File: src/rtl/fetch_stage.sv
// Instruction fetch: owns the PC, reads the combinational instruction memory
// and loads the IF/ID register; handles stall, redirect/flush, boot and halt.
module fetch_stage #(
  parameter int INS_ADDRESS = 9,
  parameter int INS_W = 32,
  parameter logic [INS_ADDRESS-1:0] RESET_PC = '0
) (
  input  logic                   clk,
  input  logic                   reset_n,
  input  logic                   stall,
  input  logic                   redirect_valid,
  input  logic [INS_ADDRESS-1:0] redirect_target,
  output logic [INS_ADDRESS-1:0] imem_ra,
  input  logic [INS_W-1:0]       imem_rd,
  output logic                   ifid_valid,
  output logic [INS_W-1:0]       ifid_inst,
  output logic [INS_ADDRESS-1:0] ifid_pc,
  output logic [INS_ADDRESS-1:0] ifid_pc4,
  output logic                   halted,
  output logic                   misalign_err
);

  localparam logic [INS_W-1:0] NOP = INS_W'(32'h0000_0013);
  localparam logic [INS_W-1:0] EBREAK = INS_W'(32'h0010_0073);

  typedef enum logic [1:0] {
    BOOT,
    RUN,
    HALT
  } state_e;

  state_e                 state_q, state_d;
  logic [INS_ADDRESS-1:0] pc_q, pc_d;
  logic                   valid_q, valid_d;
  logic [INS_W-1:0]       inst_q, inst_d;
  logic [INS_ADDRESS-1:0] ipc_q, ipc_d;
  logic [INS_ADDRESS-1:0] ipc4_q, ipc4_d;
  logic                   halted_q, halted_d;
  logic                   mis_q, mis_d;

  logic [INS_ADDRESS-1:0] tgt_pc;
  logic [INS_ADDRESS-1:0] pc_inc;
  logic                   tgt_mis;

  assign tgt_pc  = {redirect_target[INS_ADDRESS-1:2], 2'b00};
  assign tgt_mis = |redirect_target[1:0];
  assign pc_inc  = pc_q + INS_ADDRESS'(4);

  always_comb begin
    state_d = state_q;
    pc_d    = pc_q;
    valid_d = valid_q;
    inst_d  = inst_q;
    ipc_d   = ipc_q;
    ipc4_d  = ipc4_q;
    mis_d   = 1'b0;
    unique case (state_q)
      BOOT: begin
        state_d = RUN;
        if (redirect_valid) begin
          pc_d  = tgt_pc;
          mis_d = tgt_mis;
        end
      end
      RUN: begin
        if (redirect_valid) begin
          pc_d    = tgt_pc;
          valid_d = 1'b0;
          mis_d   = tgt_mis;
        end else if (!stall) begin
          inst_d  = imem_rd;
          ipc_d   = pc_q;
          ipc4_d  = pc_inc;
          valid_d = 1'b1;
          // EBREAK is handed to decode but the PC stays on it
          if (imem_rd == EBREAK) state_d = HALT;
          else pc_d = pc_inc;
        end
      end
      HALT: begin
        if (redirect_valid) begin
          pc_d    = tgt_pc;
          valid_d = 1'b0;
          mis_d   = tgt_mis;
          state_d = RUN;
        end else if (!stall) begin
          valid_d = 1'b0;
        end
      end
      default: state_d = BOOT;
    endcase
    halted_d = (state_d == HALT);
  end

  always_ff @(posedge clk or negedge reset_n) begin
    if (!reset_n) begin
      state_q  <= BOOT;
      pc_q     <= RESET_PC;
      valid_q  <= 1'b0;
      inst_q   <= NOP;
      ipc_q    <= '0;
      ipc4_q   <= '0;
      halted_q <= 1'b0;
      mis_q    <= 1'b0;
    end else begin
      state_q  <= state_d;
      pc_q     <= pc_d;
      valid_q  <= valid_d;
      inst_q   <= inst_d;
      ipc_q    <= ipc_d;
      ipc4_q   <= ipc4_d;
      halted_q <= halted_d;
      mis_q    <= mis_d;
    end
  end

  assign imem_ra      = pc_q;
  assign ifid_valid   = valid_q;
  assign ifid_inst    = inst_q;
  assign ifid_pc      = ipc_q;
  assign ifid_pc4     = ipc4_q;
  assign halted       = halted_q;
  assign misalign_err = mis_q;

endmodule

File: config.mk
export PLATFORM = sky130hd
export DESIGN_NAME = fetch_stage
export DESIGN_NICKNAME = d
export VERILOG_FILES = /design/src/rtl/fetch_stage.sv
export SDC_FILE = /design/constraint.sdc
export NUM_CORES = 1
export LEC_CHECK = 0
export BUFFER_PORTS_ARGS = -buffer_cell sky130_fd_sc_hd__buf_2
export CORE_ASPECT_RATIO = 1.75
export CORE_UTILIZATION = 25
export CTS_CLUSTER_SIZE = 12
export DETAILED_ROUTE_END_ITERATION = 16
export PLACE_DENSITY = 0.51
export SLEW_MARGIN = 20
export SYNTH_ARGS = -nofsm -noshare
export SYNTH_HDL_FRONTEND = slang
export SYNTH_SLANG_ARGS = --single-unit
File: constraint.sdc
create_clock -name clk -period 1.8 [get_ports clk]
set_input_delay 0 -clock clk [delete_from_list [all_inputs] [get_ports clk]]
set_output_delay 0 -clock clk [all_outputs]
set_load 0.01 [all_outputs]
### Word level (Yosys, flattened, before mapping)

Index checks and enable logic that the tools add are counted.

* bits in registers: 64
* bits of input ports: 45
* output and inout bits: 62
* logic and storage cells: 45

* add/sub/neg operators: 1
* equal/unequal tests: 8
* muxes and demuxes: 17
* bitwise logic cells: 2
* reductions and logical operators: 9

Operators by type and width (number)
* 2-to-1 mux 9 bit: 4
* equality test 32 x 21 -> 1 bit, second input constant: 1
* one-hot mux 9 bit (2 select lines): 1
* adder 9 x 3 -> 9 bit, second input constant: 1
* != test 3 bit, second input constant: 3
* 2-to-1 mux 2 bit: 4
* 2-to-1 mux 1 bit: 6
* one-hot mux 2 bit (3 select lines): 1
* AND reduction 3 bit: 2
* equality test 2 bit, second input constant: 2
* AND reduction 4 bit: 1
* nonzero test 2 bit: 2
* OR reduction 2 bit: 2
* OR reduction 3 bit: 1
* equality test 2 x 1 -> 1 bit, second input constant: 1
* zero test 2 bit: 1
* != test 2 x 1 -> 1 bit, second input constant: 1
* NOT 1 bit: 2
* one-hot mux 1 bit (2 select lines): 1

### Logic depth before layout (Yosys ltp)

* depth in word-level cells: 6
* depth in mapped cells: 5
* depth with buffers taken out: 5

### Worst setup path before layout

OpenSTA, ideal clock, no wires.

* path type: reg-to-reg
* start: reg state_q[0]
* end: reg pc_q[2] (netlist: imem_ra[2])
* setup time: 125 ps
* data arrival time: 1401 ps
* required time: 1675 ps
* path slack: 274 ps
* cell stages (with the launch flop): 5
* path buffers: 0
* clock period less this slack: 1526 ps
* cell sequence: dfrtp_1 > or2b_1 > nand4_1 > o31ai_4 > mux2_2

* word-level cells in the longest chain between the ends: 4
* elaborated cells between the ends (all ways): 10
* classes of those cells: eq/ne (5); mux (1); reduce/logical (4)

Ends and longest elaborated chain
* start: declaration: RTL line 32 `state_e state_q, state_d;`
* start signal: assignment: RTL line 106 `state_q <= state_d;`
* equality test 2 bit / zero test 2 bit (equally long branches): RTL line 57 `unique case (state_q)`
* OR reduction 2 bit (no source line)
* != test 2 x 1 -> 1 bit (no source line) / nonzero test 2 bit (equally long branches)
* AND reduction 4 bit (no source line)
* end signal: assignment: RTL line 107 `pc_q <= pc_d;`
* end: declaration: RTL line 33 `logic [INS_ADDRESS-1:0] pc_q, pc_d;`

Several ways; a longest one is shown, not always the timed one.
A chain may end at the register's enable or synchronous reset.

### Worst setup path after layout

* start: in imem_rd[21]
* end: reg pc_q[5] (netlist: imem_ra[5])

* word-level cells in the longest chain between the ends: 3

Ends and longest elaborated chain
* start: declaration: RTL line 14 `input logic [INS_W-1:0] imem_rd,`
* equality test 32 x 21 -> 1 bit: RTL line 76 `if (imem_rd == EBREAK) state_d = HALT;`
* != test 3 bit (no source line)
* AND reduction 4 bit (no source line)

Every way passes these cells.

==> run_results.csv <==
group,metric,value,unit
timing,timing.max_slew.rel_slack,0.6226,
global_route,global_route_wire_length_before_repair,10.63,mm
place,post-dp-hpwl,4.740,mm
power_and_ir_drop,vdd.ir_drop.worst,0.5149,mV
timing,report.final.hold_viol_count,0,
logic_synthesis,post_synth_inst_count,192,
logic_synthesis,ys_seq_area_frac,0.5769,
cells_and_area,nFillCells,979,
clock_network,clock_tree_from_tritoncts,"built",
place,placement.setup.worst_slack,-0.004946,ns
hold_path,min_path_type,"in2reg",
route,route.antenna.remaining_nets,0,
route,vias,2057,
logic_synthesis,synth_area,2522,µm²
hold_path,worst_hold_path.num_cells,4,
setup_path,cp_max_fo,7,
die,top_level_ports,107,
die,die_height,134.9,µm
cells_and_area,layout_common_cells,"sky130_fd_sc_hd__buf_2 (100), sky130_fd_sc_hd__dfrtp_1 (55), sky130_fd_sc_hd__mux2_2 (49)",
logic_synthesis,synth_warnings,0,
power_and_ir_drop,power.static_leakage,1.795,nW
clock_network,clkTransAtPathRegs,0.05,ns
die,initial_cell_density_of_the_core,0.2561,
setup_path,worstSetupStartpointType,"input pin",
power_and_ir_drop,power.total,0.004108,W
setup_path,critical_path_required,2.01,ns
logic_synthesis,synth_enable_flop_cells,0,
clock_network,htreeDepth,3,
place,placed_cells,421,
timing,min_period_over_period,0.9431,
route,drc_marker_count_from_the_first_detailed_route_iteration,54,
global_route,grt_antenna_before_repair,0,
timing,period_minus_slack,1.698,ns
run,drv_cap,0,
cells_and_area,antenna_cells,0,
logic_synthesis,synth_ff_type,"sky130_fd_sc_hd__dfrtp_1",
route,detail_route.wirelength,6.596,mm
global_route,track_usage,0.1357,
clock_network,numCtsBuffers,9,
place,placed_cell_area,3243,µm²
cells_and_area,final_area,3911,µm²
timing,rsz0062_at_grt,"yes",
timing,worstMarginPinSlew,0.5661,ns
setup_path,crit_path_arrival_time,1.90,ns
route,drc_errors,0,
clock_network,number_of_sinks_handled_by_clock_tree_synthesis,58,
timing,worst_slack,0.1024,ns
outcome,run_status,"completed",
route,firstDrtPassIters,4,
place,gp_routability_congestion,0.6981,
setup_path,ff2ff_path_depth,5,
timing,finalMaxSlewViolations,0,
clock_network,clock_tree.buffer_depth,2,
die,num_rows,48,
timing,achievable-frequency,0.5891,GHz
place,buffer_ports.inserted,100,
cells_and_area,finalNonFillerCells,472,
clock_network,clock_insertion_delay_worst_skew,0.32,ns
cells_and_area,layout-area-overhead-vs-synth,55.06,%
logic_synthesis,synth.lib_cells_used.distinct,36,
timing,fin_skew,0.004302,ns
global_route,grt_pass1_vias,2202,
power_and_ir_drop,power_density,1050,nW/µm²
die,die_w,77.93,µm
cells_and_area,net_count_final,389,
route,via_per_inst,4.358,
die,placeableCoreArea,9849,µm²
cells_and_area,final_common_cell,"sky130_fd_sc_hd__buf_2",
logic_synthesis,synthesis.area_per_instance,13.14,µm²
logic_synthesis,postSynthRegisterBits,58,
timing,setup_viol,0,
cells_and_area,post_route_cells_drive_above_1_share,0.5360,
setup_path,critical_setup_path_kind,"in2reg",
logic_synthesis,synth_async_sr_flop_share,1.000,
route,wl_per_cell,13.97,µm
clock_network,ctsRootBufferMaster,"sky130_fd_sc_hd__clkbuf_16",
global_route,globalRoute.totalOverflow,0,
setup_path,endpoint_kind,"register",
timing,finalSetupTns,0,ns
die,die-area,10510,µm²
global_route,largest_net_degree_at_the_start_of_global_routing,36,
[power by group]
| group | total, W | internal, W | leakage [nW] | switching [W] |
|---|---|---|---|---|
| clock network | 0.00155 | 0.000989 | 0.138 | 0.000557 |
| registers | 0.00167 | 0.00154 | 0.677 | 0.000133 |
| logic | 0.000891 | 0.000473 | 0.980 | 0.000418 |
[layer usage]
| layer | GRT usage | up-vias | share of wire |
|---|---|---|---|
| met2 | 0.2620 | 62 | 0.58 |
| met3 | 0.04189 | 9 | 0.046 |
| met1 | 0.1276 | 1008 | 0.35 |
| met4 | 0.06173 | 0 | 0.018 |
| li1 | - | 978 | - |
| met5 | 0 | - | 0 |
[logic make-up (layout without fill, tap and decap cells)]
| kind of cell | count (synthesis) | in the layout | synth area share |
|---|---|---|---|
| AO/OA/AOI/OAI | 20 | 20 | 0.05208 |
| other | 1 | 6 | 0.001487 |
| XOR/XNOR | 3 | 3 | 0.01042 |
| adder cells (fa/ha/maj) | 1 | 1 | 0.004960 |
| buffers and inverters | 15 | 165 | 0.03323 |
| flip-flops | 58 | 58 | 0.5769 |
| multiplexers | 50 | 50 | 0.2227 |
| AND/OR/NAND/NOR | 44 | 44 | 0.09821 |
[state kept, by name (all words and copies together) (netlist names)]
register and flops:
misalign_err 1, imem_ra 7, ifid_pc4 7, halted 1
ifid_inst 32, ifid_valid 1, ifid_pc 7, state_q 2
[cells in the mapped netlist (2+ instances only)]
cell type	number	area share
sky130_fd_sc_hd__xor2_1	2	0.0069
sky130_fd_sc_hd__o21ai_0	6	0.012
sky130_fd_sc_hd__a21oi_1	5	0.0099
sky130_fd_sc_hd__nand2b_1	2	0.0050
sky130_fd_sc_hd__nor3_1	2	0.0040
sky130_fd_sc_hd__or3_1	2	0.0050
sky130_fd_sc_hd__nand2_1	11	0.016
sky130_fd_sc_hd__clkbuf_1	3	0.0045
sky130_fd_sc_hd__buf_4	6	0.018
sky130_fd_sc_hd__nor2_1	9	0.013
sky130_fd_sc_hd__nand4_1	3	0.0074
sky130_fd_sc_hd__mux2_2	49	0.22
sky130_fd_sc_hd__nand3_1	3	0.0060
sky130_fd_sc_hd__dfrtp_1	55	0.55
sky130_fd_sc_hd__dfstp_2	3	0.031
sky130_fd_sc_hd__nor4_1	3	0.0074
sky130_fd_sc_hd__inv_1	2	0.0030
sky130_fd_sc_hd__buf_2	4	0.0079
sky130_fd_sc_hd__and2b_1	2	0.0060
sky130_fd_sc_hd__a31oi_1	4	0.0099
[path summary, 6_finish.rpt]
check,start,end,slack (ns)
worst max-delay path,imem_rd[21],imem_ra[5],0.10
worst min-delay path,redirect_target[3],imem_ra[3],0.01
worst min register to register,ifid_inst[31],ifid_inst[31],0.50
min in group asynchronous,reset_n,ifid_pc[5],0.21
worst max register to register,state_q[0],ifid_inst[10],0.24
max in group asynchronous,reset_n,ifid_pc[8],0.99
[layout make-up]
type,instances,area [µm²],area share
inverter,2,7.507,0.001919
clock buffer,12,256.5,0.06558
tap,125,156.4,0.03999
timing repair buffer,148,979.7,0.2505
sequential,58,1455,0.3720
multi-input combinational,124,1041,0.2662
clock inverter,3,15.01,0.003839
[what timing repair did]
action,CTS,global route
setup buffers,0,0
hold endpoints to repair,54,0
setup endpoints to repair,0,7
gates resized for setup,0,6
hold buffers,36,0
[critical path: stages]
cell and delay, ns:
sky130_fd_sc_hd__dlygate4sd3_1 0.53, sky130_fd_sc_hd__buf_2 0.14, sky130_fd_sc_hd__nor4b_4 0.31, sky130_fd_sc_hd__nand4_1 0.18, sky130_fd_sc_hd__o31ai_4 0.25, sky130_fd_sc_hd__buf_6 0.16, sky130_fd_sc_hd__mux2_2 0.33
[stage by stage]
step	hold slack, ns	utilization
after floorplan	-0.2956	-
after global placement	0.03321	0.3293
after detailed placement	0.03144	0.3293
after CTS	0.0008453	0.3934
after global routing	0.03196	0.3971
final	0.01367	0.3971
No activity file was read; power rests on OpenSTA's default activity.
